`src/rtl/addr_seq_reg.sv`:
```
// rtl/addr_seq_reg.sv - paged address register with load, inc/dec and indexed add with page fix-up
module addr_seq_reg #(
  parameter int                ADDR_W  = 16,
  parameter int                LO_W    = 8,
  parameter logic [ADDR_W-1:0] RST_VAL = '0,
  parameter bit                FIX_EN  = 1'b1
) (
  input  logic                   clk,
  input  logic                   rst_n,
  input  logic                   cmd_valid,
  output logic                   cmd_ready,
  input  logic [2:0]             cmd_op,
  input  logic [LO_W-1:0]        lo_in,
  input  logic [ADDR_W-LO_W-1:0] hi_in,
  input  logic                   ld_lo_w_clr,
  input  logic [LO_W-1:0]        offset,
  input  logic                   offset_signed,
  output logic [ADDR_W-1:0]      addr_out,
  output logic                   page_cross,
  output logic                   done
);

  localparam int HI_W = ADDR_W - LO_W;

  typedef enum logic [2:0] {
    OP_NOP     = 3'd0,
    OP_LD_LO   = 3'd1,
    OP_LD_HI   = 3'd2,
    OP_LD_BOTH = 3'd3,
    OP_INC     = 3'd4,
    OP_DEC     = 3'd5,
    OP_ADD_IDX = 3'd6,
    OP_CLR_HI  = 3'd7
  } op_e;

  typedef enum logic {
    IDLE = 1'b0,
    FIX  = 1'b1
  } state_e;

  state_e          state_q, state_d;
  logic [LO_W-1:0] lo_q, lo_d;
  logic [HI_W-1:0] hi_q, hi_d;
  logic            page_cross_q, page_cross_d;
  logic            done_q, done_d;
  logic            adj_dn_q, adj_dn_d;

  logic              accept;
  op_e               op;
  logic [ADDR_W-1:0] full_inc;
  logic [ADDR_W-1:0] full_dec;
  logic [LO_W+1:0]   off_ext;
  logic [LO_W+1:0]   idx_sum;
  logic              idx_neg;
  logic              idx_ovf;
  logic              idx_cross;

  assign cmd_ready  = (state_q == IDLE) && rst_n;
  assign accept     = cmd_valid && cmd_ready;
  assign op         = op_e'(cmd_op);
  assign addr_out   = {hi_q, lo_q};
  assign page_cross = page_cross_q;
  assign done       = done_q;

  assign full_inc = {hi_q, lo_q} + ADDR_W'(1);
  assign full_dec = {hi_q, lo_q} - ADDR_W'(1);

  // Two guard bits: bit LO_W+1 flags a negative sum, bit LO_W an overflow past the page.
  assign off_ext   = offset_signed ? {{2{offset[LO_W-1]}}, offset} : {2'b00, offset};
  assign idx_sum   = {2'b00, lo_q} + off_ext;
  assign idx_neg   = idx_sum[LO_W+1];
  assign idx_ovf   = !idx_sum[LO_W+1] && idx_sum[LO_W];
  assign idx_cross = idx_neg || idx_ovf;

  always_ff @(posedge clk or negedge rst_n) begin
    if (!rst_n) begin
      state_q      <= IDLE;
      lo_q         <= RST_VAL[LO_W-1:0];
      hi_q         <= RST_VAL[ADDR_W-1:LO_W];
      page_cross_q <= 1'b0;
      done_q       <= 1'b0;
      adj_dn_q     <= 1'b0;
    end else begin
      state_q      <= state_d;
      lo_q         <= lo_d;
      hi_q         <= hi_d;
      page_cross_q <= page_cross_d;
      done_q       <= done_d;
      adj_dn_q     <= adj_dn_d;
    end
  end

  always_comb begin
    state_d      = state_q;
    lo_d         = lo_q;
    hi_d         = hi_q;
    page_cross_d = page_cross_q;
    done_d       = 1'b0;
    adj_dn_d     = adj_dn_q;

    case (state_q)
      IDLE: begin
        if (accept) begin
          done_d       = 1'b1;
          page_cross_d = 1'b0;
          case (op)
            OP_NOP: ;
            OP_LD_LO:   lo_d = lo_in;
            OP_LD_HI:   hi_d = hi_in;
            OP_LD_BOTH: begin
              lo_d = lo_in;
              hi_d = hi_in;
            end
            OP_INC: begin
              lo_d = full_inc[LO_W-1:0];
              hi_d = full_inc[ADDR_W-1:LO_W];
            end
            OP_DEC: begin
              lo_d = full_dec[LO_W-1:0];
              hi_d = full_dec[ADDR_W-1:LO_W];
            end
            OP_ADD_IDX: begin
              lo_d = idx_sum[LO_W-1:0];
              if (idx_cross) begin
                page_cross_d = 1'b1;
                // With fix-up disabled the high field is left for software to correct.
                if (FIX_EN) begin
                  state_d  = FIX;
                  done_d   = 1'b0;
                  adj_dn_d = idx_neg;
                end
              end
            end
            OP_CLR_HI: begin
              hi_d = '0;
              if (ld_lo_w_clr) lo_d = lo_in;
            end
            default: ;
          endcase
        end
      end
      FIX: begin
        hi_d    = adj_dn_q ? (hi_q - HI_W'(1)) : (hi_q + HI_W'(1));
        state_d = IDLE;
        done_d  = 1'b1;
      end
      default: state_d = IDLE;
    endcase
  end

endmodule

```
`config.mk`:
```
export PLATFORM = sky130hd
export DESIGN_NAME = addr_seq_reg
export DESIGN_NICKNAME = d
export VERILOG_FILES = /design/src/rtl/addr_seq_reg.sv
export SDC_FILE = /design/constraint.sdc
export NUM_CORES = 1
export LEC_CHECK = 0
export CAP_MARGIN = 10
export CORE_UTILIZATION = 56
export CTS_CLUSTER_DIAMETER = 60
export DETAILED_ROUTE_END_ITERATION = 10
export GPL_ROUTABILITY_DRIVEN = 0
export HOLD_SLACK_MARGIN = 0.12
export PLACE_DENSITY = 0.89
export SETUP_SLACK_MARGIN = 0.15
export SLEW_MARGIN = 20
export SYNTH_ARGS = -nofsm -noshare
export SYNTH_HDL_FRONTEND = slang
export SYNTH_SLANG_ARGS = --single-unit
```
`constraint.sdc`:
```
create_clock -name clk -period 4.8 [get_ports clk]
set_clock_uncertainty 0.1 [all_clocks]
set_input_delay 0.72 -clock clk [delete_from_list [all_inputs] [get_ports clk]]
set_output_delay 0.72 -clock clk [all_outputs]
set_load 0.02 [all_outputs]
```
==> results of run 1 <==
==> stage by stage <==
| step | hold slack (ps) | cells |
|---|---|---|
| after detailed placement | 372 | 393 |
| after floorplan | 324 | 303 |
| after global routing | 406 | 397 |
| after CTS | 396 | 397 |
| final | 390 | 397 |
| after global placement | 378 | 393 |
==> final cells by class <==
class,count,area [um^2],share of cell area [%]
Multi-Input combinational cell,255,1790,59.6
Timing Repair Buffer,53,523,17.4
Sequential cell,20,500,16.7
Tap cell,50,62.6,2.08
Inverter,15,56.3,1.88
Clock buffer,3,41.3,1.38
Clock inverter,1,30.0,1.00
==> worst max-delay path by stage <==
stage / cells past startpoint / slack [ps] / end / from
2_1_floorplan: 9 / 2330 / page_cross / offset[0]
3_3_place_gp: 8 / 1670 / hi_q[7] / cmd_op[0]
3_5_place_dp: 8 / 1570 / hi_q[7] / cmd_op[0]
4_1_cts: 4 / 1730 / cmd_ready / rst_n
5_1_grt: 8 / 1600 / hi_q[7] / cmd_op[0]
6_report: 4 / 1750 / cmd_ready / rst_n
==> cell families (layout without fill, tap and decap cells) <==
logic type      after synthesis  in the layout
simple gates                115            115
compound gates               93             93
buf+inv                      28             72
flops                        20             20
fa+ha+maj                    18             18
xor+xnor                     28             28
mux                           1              1
==> cell usage after synthesis (all sizes together) (3+ instances only) <==
cell type,number,share of area (%)
a21boi,3,0.93
a21o,7,2.2
a21oi,18,3.7
a221oi,4,1.7
a22o,4,1.5
a22oi,6,1.9
a31oi,3,0.78
and3,4,1.2
buf,8,1.9
clkbuf,5,0.78
dfrtp,20,21
ha,16,8.3
inv,15,2.3
nand2,28,4.4
nand2b,6,1.6
nand3,9,2.1
nand3b,4,1.2
nand4,6,1.6
nand4b,3,1.1
nor2,26,4.3
nor2b,4,1.0
nor3,10,2.8
nor4,7,3.1
o211ai,3,0.93
o21a,4,1.2
o21ai,19,3.9
o221ai,3,1.3
o22ai,4,1.0
o31ai,3,0.93
xnor2,15,5.5
xor2,13,4.7
==> cells in the final DEF, fill, tap and decap left out, drive strengths merged, types with 13 or more instances in the layout <==
master	n
ha	16
o21ai	19
clkdlybuf4s50	50
xnor2	15
xor2	13
inv	15
nand2	28
nor2	26
a21oi	18
dfrtp	20
==> state kept, by name, summed over array words and instances (netlist names) <==
register	flops
page_cross	1
state_q	1
done	1
hi_q	8
adj_dn_q	1
lo_q	8
==> metal layers <==
metal | track usage (%) | vias to the layer above | part of all wire [%]
li1 | - | 1214 | -
met1 | 42.0 | 1219 | 42
met2 | 51.0 | 126 | 48
met3 | 3.89 | 15 | 7.3
met4 | 12.5 | 0 | 2.2
met5 | 0 | - | 0
==> where the power goes <==
part	switching [W]	total (W)	leakage (nW)	internal (W)
registers	0.000128	0.000340	0.246	0.000211
logic	0.000391	0.000746	0.929	0.000355
clock network	0.0000625	0.000174	0.0357	0.000111
total	0.000582	0.00126	1.21	0.000678
==> metrics.txt, run 1 <==
mean post-synth cell area 7.95 um^2; sequential fraction of the synthesis area between 20% and 30%; initial DRC count 260; H-tree depth 1; largest family of logic cells by synthesized area simple AND/OR/NAND/NOR gates; clk_lat worst skew between 200 and 300 ps; critical path launch point type primary input; vias 2574; vias in the first global route 2302; crit-path leading delay family buffers and inverters; final WL 6700 um; async set-or-reset flop fraction in the synthesized netlist 100%; drc violations 0; Buf+Inv Stages, Crit Path 3; CTS tree done; Max Slew Vio Count 0; DP HPWL approximately 5100 um; Hold Path Depth 1; Setup Fix Bufs, Post-CTS 0; crit-path max FO 13; cell mode on critical path clkdlybuf4s50_1; HP Start page_cross; Final setup viols 0; Num CTS Buffers 3; worst path cell trace clkdlybuf4s50_1 > buf_4 > nor2b_1 > clkdlybuf4s50_1; IO Pins 51; Fillers 311; largest net degree at the start of global routing 29; number of iterations in the first detailed-routing pass 5; Worst path slowest cell clkdlybuf4s50_1; static leakage 1.21 nW; Peak VDD IR 174 uV; Post-CTS Hold Buffers 0; Post-Synth XOR/XNOR Area 10.2%; aggregate global routing overflow 0; period utilization a little under two thirds; core area 4060 um^2; die area 4570 um^2; GRT Total Usage 31.5%; post-CTS sizing 0; mux contribution to synthesized area less than 1%; via/cell ratio 6.48; cells after synthesis 303; Worst setup EP type primary output; Pwr Density around 420 nW/um^2; Max Fclk 328 MHz; Final Hold Violating Endpoints 0; power consumption 0.00126 W; reg-to-reg endpoint page_cross; Worst slew margin 30.5%; Design Area, Final between 3000 and 4000 um^2; number of flops mapped to enable cells by yosys 0; I/O Buffers 50; status finished clean; final core utilization around three quarters; Synth Flop Type dfrtp_1; Max Root-Sink Buffers 2; Final min period slightly above 3000 ps; worst flop-to-flop path startpoint lo_q[0]; WHS Endpoint page_cross; initial antenna violation count 0; Die X 67.6 um; complex-gate fraction of the synthesized area 26.6%; Max stage delay on crit path 620 ps; Rows 23; Place WS 1570 ps; Syn-to-layout area delta 24.6%; remaining antenna violation count after routing 0; unrepaired setup endpoints after global routing no; Simple-Gate Fraction of Synth Area a little over a quarter; mapped cell area 2410 um^2; unique cell type count in the Yosys netlist 63; Crit Path Category in -> out; syn nets approximately 350; CP Data Required Time 3980 ps; placed standard-cell area 2930 um^2; Worst Path Arrival 2230 ps; Fin Setup TNS 0 ps; n_diodes 0; total clock sinks 20; Adder-Cell Fraction of Synth Area 9.97%; clock-pin slew on the worst setup and hold paths 80 ps; clock root cell clkbuf_8; Yosys Warn Count 0; nets 398; WL per Instance approximately 17 um; R2R setup slack 2230 ps; Die Y-Extent around 68 um; Worst Reg-to-Reg Cells 9; first-pass GRT wire length 10800 um; layout cells sized above 1 6.92%; Synth Register Bits 20; initial core utilization approximately 59%; Max-cap violations 0; Final Worst Setup Slack 1750 ps; Tightest Hold Check Type reg -> reg; Tightest Pin Transition 1040 ps
No activity file was read; power rests on OpenSTA's default activity.
==> run 2: changes to the inputs <==
CORE_UTILIZATION = 52   (was 56)
PLACE_DENSITY = 0.83   (was 0.89)
clock period = 3 ns   (was 4.8 ns; I/O delays follow)
==> metrics.txt, run 2 (synthesis gave the netlist of run 1 again) <==
status finished clean; Crit Path Category in -> reg; worst path cell trace clkdlybuf4s50_1 > ha_1 > inv_1 > fa_1 > nand2b_1 > a21oi_1 > nand3b_1 > o211ai_1 > o21a_1 > a21o_1; initial DRC count approximately 180; HP Start page_cross; Worst Path Arrival 2680 ps; Max Fclk 383 MHz; drc violations 0; number of iterations in the first detailed-routing pass 5; H-tree depth 1; final core utilization 68.9%; post-CTS sizing 0; final WL about 6900 um; Setup Fix Bufs, Post-CTS 0; via/cell ratio 6.32; first-pass GRT wire length 11600 um; largest net degree at the start of global routing 16; aggregate global routing overflow 0; Max Root-Sink Buffers 2; clock root cell clkbuf_8; worst setup path endpoint page_cross; total clock sinks 20; n_diodes 0; remaining antenna violation count after routing 0; initial antenna violation count 0; biggest regs hi_q x8, lo_q x8; GRT Total Usage between 20% and 30%; die area 4910 um^2; WL per Instance ~17 um; Fillers between 300 and 400; Worst slew margin approximately half; Syn-to-layout area delta 26.2%; CTS tree done; Worst path slowest cell clkdlybuf4s50_1; Worst Reg-to-Reg Cells 9; Num CTS Buffers 3; IO Pins 51; Post-CTS Hold Buffers 0; Final min period 2610 ps; Worst setup EP type register; unrepaired setup endpoints after global routing no; DP HPWL around 5300 um; Multi-input gate area 1790 um^2; final hold slack 396 ps; Max Slew Vio Count 0; R2R setup slack 410 ps; Max-cap violations 0; initial core utilization 54.6%; Final Hold Violating Endpoints 0; commonest non-fill, non-tap cells in the layout clkdlybuf4s50_1, nand2_1, nor2_1; static leakage roughly 1.2 nW; period utilization between 80 and 90%; power consumption just over 0.002 W; reg-to-reg endpoint page_cross; Fin Setup TNS 0 ps; Peak VDD IR 305 uV; crit-path max FO 4; CP Data Required Time 3070 ps; clk_lat worst skew 270 ps; Max stage delay on crit path 470 ps; I/O Buffers 50; clock-pin slew on the worst setup and hold paths 80 ps; Rows 24; vias in the first global route between 2000 and 3000; crit path from offset[0]; worst flop-to-flop path startpoint lo_q[0]; vias 2554; most common cell after layout, fill and taps aside clkdlybuf4s50_1; Tightest Pin Transition 753 ps; critical path launch point type primary input; Die Y-Extent 70.1 um; Pwr Density 663 nW/um^2; Tightest Hold Check Type reg -> reg; layout cells sized above 1 just over 8%; Die X 70.1 um; Final setup viols 0; Reg area 500 um^2; core area 4410 um^2; nets 403
==> run 2: worst min path at each step <==
stage                       endpoint  slack [ps]  depth (start not counted)
final                     page_cross         400                          1
after floorplan             adj_dn_q          50                          0
after global placement    page_cross         370                          1
after CTS                 page_cross         400                          1
after global routing      page_cross         440                          1
after detailed placement  page_cross         370                          1
==> run 2: area by class of cell <==
class | count | share of cell area [%]
clock buffer | 3 | 1.36
tap | 52 | 2.14
timing repair buffer | 58 | 18.4
clock inverter | 1 | 0.987
sequential | 20 | 16.5
multi-input combinational | 255 | 58.8
inverter | 15 | 1.85
==> run 2: critical path: cells and delay by family <==
family	cells	cell delay, ps
and+or+nand+nor	2	350
buffers and inverters	2	520
adders and majority gates	2	570
AOI/OAI and AO/OA	4	800
==> run 2: routing by layer <==
metal	share of wire, %	vias up	GRT usage (%)	routed length [um]
met5	0	-	0	0
met4	1.5	0	10.9	104
met3	6.7	12	6.06	459
met2	48	103	48.1	3270
met1	44	1216	37.6	3020
li1	-	1223	-	-
==> run 2: through the flow <==
step	area, um^2	instances	worst slack [ps]
floorplan	2410	303	612
global placement	2970	400	184
detailed placement	2970	400	114
CTS	3040	404	402
global route	3040	404	246
finish	3040	404	391
==> run 2: power breakdown <==
part           switching [W]  total [W]  internal (W)
Clock               0.000107   0.000285      0.000179
Sequential          0.000200   0.000538      0.000338
Combinational       0.000621    0.00119      0.000571
Total               0.000928    0.00202       0.00109
